### src/rtl/bloons_pkg.sv
// ============================================================================
//  Module      : bloons_pkg
//  Description : Shared types and tile-grid geometry for the bloon walker.
//  Revision    : 1.0 - initial release
// ============================================================================
`timescale 1ns/1ps
`default_nettype none

package bloons_pkg;

    typedef enum logic [1:0] {
        DIR_N = 2'd0,
        DIR_E = 2'd1,
        DIR_S = 2'd2,
        DIR_W = 2'd3
    } dir_t;

    typedef enum logic [2:0] {
        ST_IDLE        = 3'd0,
        ST_PROBE_FWD   = 3'd1,
        ST_PROBE_LEFT  = 3'd2,
        ST_PROBE_RIGHT = 3'd3,
        ST_MOVE        = 3'd4
    } walker_state_t;

    localparam int TILE_SHIFT  = 5;
    localparam int TILE_CENTRE = 16;
    localparam int GRID_W      = 20;
    localparam int GRID_H      = 15;

    function automatic dir_t turn_left(input dir_t d);
        return dir_t'(d + 2'd3);
    endfunction

    function automatic dir_t turn_right(input dir_t d);
        return dir_t'(d + 2'd1);
    endfunction

endpackage

`default_nettype wire

### src/rtl/bloon_neighbor_addr.sv
// ============================================================================
//  Module      : bloon_neighbor_addr
//  Description : Centre pixel of the adjacent tile in a direction, plus a
//                flag saying whether that tile lies inside the grid.
//  Revision    : 1.0 - initial release
// ============================================================================
`timescale 1ns/1ps
`default_nettype none

module bloon_neighbor_addr
    import bloons_pkg::*;
(
    input  logic [9:0] i_pos_x,
    input  logic [9:0] i_pos_y,
    input  logic [1:0] i_dir,
    output logic [9:0] o_nb_x,
    output logic [9:0] o_nb_y,
    output logic       o_in_grid
);

    localparam logic [9:0] c_tile_px = 10'(1 << TILE_SHIFT);
    localparam logic [4:0] c_last_tx = 5'(GRID_W - 1);
    localparam logic [4:0] c_last_ty = 5'(GRID_H - 1);

    logic [4:0] w_tx;
    logic [4:0] w_ty;

    assign w_tx = i_pos_x[9:TILE_SHIFT];
    assign w_ty = i_pos_y[9:TILE_SHIFT];

    // Grid edges are judged on tile indices so pixel wrap-around never matters.
    always_comb begin
        o_nb_x    = i_pos_x;
        o_nb_y    = i_pos_y;
        o_in_grid = 1'b0;
        case (dir_t'(i_dir))
            DIR_N: begin
                o_nb_y    = i_pos_y - c_tile_px;
                o_in_grid = (w_ty != 5'd0);
            end
            DIR_E: begin
                o_nb_x    = i_pos_x + c_tile_px;
                o_in_grid = (w_tx < c_last_tx);
            end
            DIR_S: begin
                o_nb_y    = i_pos_y + c_tile_px;
                o_in_grid = (w_ty < c_last_ty);
            end
            DIR_W: begin
                o_nb_x    = i_pos_x - c_tile_px;
                o_in_grid = (w_tx != 5'd0);
            end
            default: ;
        endcase
    end

endmodule

`default_nettype wire

### src/rtl/bloon_path_walker.sv
// ============================================================================
//  Module      : bloon_path_walker
//  Description : Walks one bloon along the path tiles of the map, probing
//                forward/left/right at every tile centre.
//  Revision    : 1.0 - initial release
// ============================================================================
`timescale 1ns/1ps
`default_nettype none

module bloon_path_walker
    import bloons_pkg::*;
#(
    parameter int START_TX  = 0,
    parameter int START_TY  = 7,
    parameter int START_DIR = 1
) (
    input  logic       clk,
    input  logic       rst_n,
    input  logic       frame_step,
    input  logic       start,
    input  logic [1:0] speed_sel,
    output logic [9:0] map_x,
    output logic [9:0] map_y,
    input  logic       map_data,
    output logic [9:0] bloon_x,
    output logic [9:0] bloon_y,
    output logic [1:0] dir,
    output logic       active,
    output logic       escaped,
    output logic       dead_end
);

    localparam logic [9:0] c_start_x   = 10'((START_TX << TILE_SHIFT) + TILE_CENTRE);
    localparam logic [9:0] c_start_y   = 10'((START_TY << TILE_SHIFT) + TILE_CENTRE);
    localparam logic [1:0] c_start_dir = 2'(START_DIR);
    localparam logic [4:0] c_centre    = 5'(TILE_CENTRE);

    walker_state_t r_state;
    dir_t          r_dir;
    logic [9:0]    r_bloon_x, r_bloon_y;
    logic [9:0]    r_map_x, r_map_y;
    logic          r_active, r_escaped, r_dead_end, r_step_pending;

    dir_t       w_probe_dir;
    logic [9:0] w_nb_x, w_nb_y;
    logic       w_in_grid, w_probing, w_path, w_do_step, w_at_centre;
    logic [9:0] w_step, w_next_x, w_next_y;

    always_comb begin
        w_probe_dir = r_dir;
        case (r_state)
            ST_PROBE_LEFT:  w_probe_dir = turn_left(r_dir);
            ST_PROBE_RIGHT: w_probe_dir = turn_right(r_dir);
            default: ;
        endcase
    end

    bloon_neighbor_addr u_nb (
        .i_pos_x   (r_bloon_x),
        .i_pos_y   (r_bloon_y),
        .i_dir     (w_probe_dir),
        .o_nb_x    (w_nb_x),
        .o_nb_y    (w_nb_y),
        .o_in_grid (w_in_grid)
    );

    assign w_probing = (r_state == ST_PROBE_FWD) || (r_state == ST_PROBE_LEFT) ||
                       (r_state == ST_PROBE_RIGHT);
    assign w_path    = w_in_grid & map_data;

    // Off-grid probes issue no query, so the address bus keeps its last value.
    assign map_x = (w_probing && w_in_grid) ? w_nb_x : r_map_x;
    assign map_y = (w_probing && w_in_grid) ? w_nb_y : r_map_y;

    assign w_step    = 10'd1 << speed_sel;
    assign w_do_step = frame_step | r_step_pending;

    always_comb begin
        w_next_x = r_bloon_x;
        w_next_y = r_bloon_y;
        case (r_dir)
            DIR_N:   w_next_y = r_bloon_y - w_step;
            DIR_E:   w_next_x = r_bloon_x + w_step;
            DIR_S:   w_next_y = r_bloon_y + w_step;
            DIR_W:   w_next_x = r_bloon_x - w_step;
            default: ;
        endcase
    end

    assign w_at_centre = (w_next_x[4:0] == c_centre) && (w_next_y[4:0] == c_centre);

    always_ff @(posedge clk or negedge rst_n) begin
        if (!rst_n) begin
            r_state        <= ST_IDLE;
            r_dir          <= dir_t'(c_start_dir);
            r_bloon_x      <= '0;
            r_bloon_y      <= '0;
            r_map_x        <= '0;
            r_map_y        <= '0;
            r_active       <= 1'b0;
            r_escaped      <= 1'b0;
            r_dead_end     <= 1'b0;
            r_step_pending <= 1'b0;
        end else begin
            r_escaped  <= 1'b0;
            r_dead_end <= 1'b0;
            if (w_probing && w_in_grid) begin
                r_map_x <= w_nb_x;
                r_map_y <= w_nb_y;
            end
            if (w_probing && frame_step) begin
                r_step_pending <= 1'b1;
            end
            case (r_state)
                ST_IDLE: begin
                    if (start) begin
                        r_bloon_x      <= c_start_x;
                        r_bloon_y      <= c_start_y;
                        r_dir          <= dir_t'(c_start_dir);
                        r_active       <= 1'b1;
                        r_step_pending <= 1'b0;
                        r_state        <= ST_PROBE_FWD;
                    end
                end
                ST_PROBE_FWD: begin
                    if (!w_in_grid) begin
                        r_escaped      <= 1'b1;
                        r_active       <= 1'b0;
                        r_step_pending <= 1'b0;
                        r_state        <= ST_IDLE;
                    end else if (map_data) begin
                        r_state <= ST_MOVE;
                    end else begin
                        r_state <= ST_PROBE_LEFT;
                    end
                end
                ST_PROBE_LEFT: begin
                    if (w_path) begin
                        r_dir   <= w_probe_dir;
                        r_state <= ST_MOVE;
                    end else begin
                        r_state <= ST_PROBE_RIGHT;
                    end
                end
                ST_PROBE_RIGHT: begin
                    if (w_path) begin
                        r_dir   <= w_probe_dir;
                        r_state <= ST_MOVE;
                    end else begin
                        r_dead_end     <= 1'b1;
                        r_active       <= 1'b0;
                        r_step_pending <= 1'b0;
                        r_state        <= ST_IDLE;
                    end
                end
                ST_MOVE: begin
                    if (w_do_step) begin
                        r_bloon_x      <= w_next_x;
                        r_bloon_y      <= w_next_y;
                        r_step_pending <= 1'b0;
                        if (w_at_centre) begin
                            r_state <= ST_PROBE_FWD;
                        end
                    end
                end
                default: r_state <= ST_IDLE;
            endcase
        end
    end

    assign bloon_x  = r_bloon_x;
    assign bloon_y  = r_bloon_y;
    assign dir      = r_dir;
    assign active   = r_active;
    assign escaped  = r_escaped;
    assign dead_end = r_dead_end;

endmodule

`default_nettype wire
### config.mk
export PLATFORM = sky130hd
export DESIGN_NAME = bloon_path_walker
export DESIGN_NICKNAME = d
export VERILOG_FILES = /design/src/rtl/bloons_pkg.sv /design/src/rtl/bloon_neighbor_addr.sv /design/src/rtl/bloon_path_walker.sv
export SDC_FILE = /design/constraint.sdc
export NUM_CORES = 1
export LEC_CHECK = 0
export CAP_MARGIN = 20
export CORE_MARGIN = 8
export CORE_UTILIZATION = 45
export CTS_BUF_LIST = sky130_fd_sc_hd__clkbuf_4 sky130_fd_sc_hd__clkbuf_8
export DETAILED_ROUTE_END_ITERATION = 6
export GPL_ROUTABILITY_DRIVEN = 0
export HOLD_SLACK_MARGIN = 0.03
export PLACE_DENSITY = 0.68
export SYNTH_ARGS = -nofsm -noshare
export SYNTH_HDL_FRONTEND = slang
export SYNTH_SLANG_ARGS = --single-unit
### constraint.sdc
create_clock -name clk -period 7.5 [get_ports clk]
set_input_delay 1.5 -clock clk [delete_from_list [all_inputs] [get_ports clk]]
set_output_delay 1.5 -clock clk [all_outputs]
set_load 0.02 [all_outputs]
==> flow_summary.toml <==
[outcome]
status = "complete, no violations"

[global_route]
grt_pass1_vias = 2847
antenna_found_initial = 0
grt_max_degree = 50
grt_pass1_wl_um = 13800
grt_overflow_total = 0
grt_use_total_pct = 15.2

[layout]
nets = 437
final_common_cell = "clkdlybuf4s50_1"
drive_gt1_share_pct = 11.4
final_cell_mix = "clkdlybuf4s50_1 (50), dfrtp_1 (48), nor2_1 (28)"
area_growth_pct = 19.4
diodes = 0

[critical_path]
path_max_fanout = 19
worstPathArrival_ps = 4240
worstSetupStartpoint = "r_state[2]$_DFFE_PN0P_"
path_class = "flop to primary output"
startpoint_type = "flop"
cpPeakStageDelay_ps = 540
crit_family = "simple AND/OR/NAND/NOR gates"
crit_chain = "nor2b_1, ha_1, or2_2, ha_1, nor2b_1, o21ai_0, a21oi_1, mux2_2, xor2_1, mux2_4, clkdlybuf4s50_1"
critPathBufInv = 1
worstSetupEndpointType = "primary output"
worstPathRequired_ps = 6000
r2r_start = "r_state[2]$_DFFE_PN0P_"
cp_slowest_cell = "ha_1"

[clock_network]
clock_sinks = 49
postCtsSetupRepairBufs = 0
clock_path_buffers = 2
clk_pin_slew_worst_paths_ps = 100
cts_made_buffers = 5
cts_tree = "yes"
clock_latency_ps = 310
clockRootBuffer = "clkbuf_8"
htree_levels = 2
hold_buffers = 0
ctsResizeCount = 0

[pwr]
peakVddDrop_mv = 0.219
total_power_uw = 1830
power.leakage_uw = 0.00189
p_per_area_mw_per_mm2 = 434

[logic_synthesis]
synth.cell_area_sq_mm = 0.00352
ys.flop_type = "dfrtp_1"
ys_warn_count = 0
postSynth.asyncResetShare_pct = 100
syn_avg_cell_area_sq_um = 10.0
syn_inst = 351
synth-edff-count = 0
yosysSeqAreaShare_pct = 34.8
synth_fp_nets = 387
synth_seq_cells = 49
synthDistinctLibCells = 59

[min_path]
hold_path_class = "flop to flop"
holdCritStartpoint = "r_map_y[6]$_DFF_PN0_"

[timing]
post-route-period-util_pct = 76.5
tightest_slew_ps = 807
period_minus_slack_ps = 5740
drv_slew = 0
tns_ps = 0
setup_viol = 0
rsz0062_at_grt = "false"
finalHoldViolCount = 0
maxSlewHeadroom_pct = 45.8
finClkSkew_ps = 10.6
max_freq_ghz = 0.174

[route]
remaining_drc_errors = 0
vias = 2791
routed_via_density = 5.54
postRouteAntennaNets = 0
drt-total-wl_um = 8050
drt_iter0_markers = 121
firstDrtPassIters = 4
wl_per_cell_um = 16.0

[floorplan]
core_area_sq_mm = 0.00765
die_y_um = 104
rows = 32
chipWidth_um = 104
die_area_sq_mm = 0.0109
ioPinCount = 52
initial_core_util_pct = 46.1

[placed_design]
hpwl_um = 6020
port_buffers = 51

[job]
cap_violations = 0
[area by class of cell]
cell class | count | area (sq um)
clock buffers | 7 | 96.3
clock inverters | 1 | 5.00
fillers | 692 | 3440
inverters | 15 | 56.3
multi-input cells | 276 | 2170
flip-flops and latches | 49 | 1230
well taps | 102 | 128
repair buffers | 54 | 528
[synth_stat cells, types with 3 or more instances]
master / n / area (sq um)
dfrtp_1: 48 / 1200
nor2_1: 28 / 105
ha_1: 25 / 313
a21oi_1: 21 / 105
mux2_4: 20 / 300
nand2_1: 20 / 75.1
o21ai_0: 18 / 90.1
inv_1: 14 / 52.6
a21o_1: 10 / 75.1
xor2_1: 10 / 87.6
xnor2_1: 9 / 78.8
nor3_1: 8 / 40.0
nor2b_1: 7 / 43.8
o21a_1: 7 / 52.6
a22o_1: 6 / 52.6
nand3_1: 6 / 30.0
nor3b_1: 6 / 45.0
a211oi_1: 5 / 37.5
clkbuf_1: 5 / 18.8
nor4_1: 5 / 31.3
a31oi_1: 4 / 25.0
fa_1: 4 / 80.1
mux2i_1: 4 / 40.0
nand2b_1: 4 / 25.0
o21bai_1: 4 / 30.0
or4_1: 4 / 30.0
buf_6: 3 / 33.8
mux2_2: 3 / 33.8
or2_2: 3 / 18.8
or3_1: 3 / 18.8
[cells by family (layout without fill, tap and decap cells)]
kind of cell               count (synthesis)  in the layout  share of synthesized area [%]
AOI/OAI and AO/OA                         96             96                           18.7
muxes                                     28             28                           11.3
xor gates and xnor gates                  19             19                           4.72
DFF                                       49             49                           34.8
and+or+nand+nor                          104            104                           15.7
buffers and inverters                     26             77                           3.66
adders and majority gates                 29             29                           11.2
[worst reg2reg max path, delay by kind of cell, from the launching register on]
kind,cells,cell delay [ps]
adders and majority gates,2,870
AOI/OAI and AO/OA,2,300
xor gates and xnor gates,1,140
DFF,1,530
and+or+nand+nor,3,990
muxes,2,570
[per-stage QoR]
| step | hold WS [ps] | util [%] | worst slack (ps) | cell area (sq um) | std cells |
|---|---|---|---|---|---|
| after floorplan | 493 | - | 2820 | 3520 | 351 |
| after global placement | 477 | 53.7 | 2200 | 4110 | 496 |
| after detailed placement | 478 | 53.7 | 2080 | 4110 | 496 |
| after CTS | 500 | 55.0 | 1720 | 4210 | 504 |
| after global routing | 514 | 55.0 | 1460 | 4210 | 504 |
| final | 500 | 55.0 | 1760 | 4210 | 504 |
[layer usage]
layer	vias to the layer above	share of wire (%)	GRT usage (%)
li1	1386	-	-
met1	1345	48	19.2
met2	48	46	24.2
met3	12	4.8	4.34
met4	0	1.6	5.38
met5	-	0	0
[path summary, 6_finish.rpt]
path,to,slack (ps),cells past startpoint
max in group asynchronous,r_map_y[9]$_DFF_PN0_,5780,2
min reg2reg,r_map_y[6]$_DFF_PN0_,500,1
min in group asynchronous,bloon_x[5]$_DFFE_PN0P_,1290,2
max,map_y[9],1760,11
min,r_map_y[6]$_DFF_PN0_,500,1
max reg2reg,r_map_y[9]$_DFF_PN0_,3990,10
[registers in the layout, summed over array words and instances (netlist names)]
name and cells:
r_step_pending 1, bloon_y 10, active 1, dead_end 1, bloon_x 10, r_map_x 10
escaped 1, r_map_y 10, dir 2, r_state 3
[report_power, final]
part | switching [uW] | internal (uW) | total (uW)
Clock | 91.9 | 83.6 | 176
Combinational | 627 | 566 | 1190
Sequential | 104 | 353 | 457
Power figures use the tool's default switching activity.
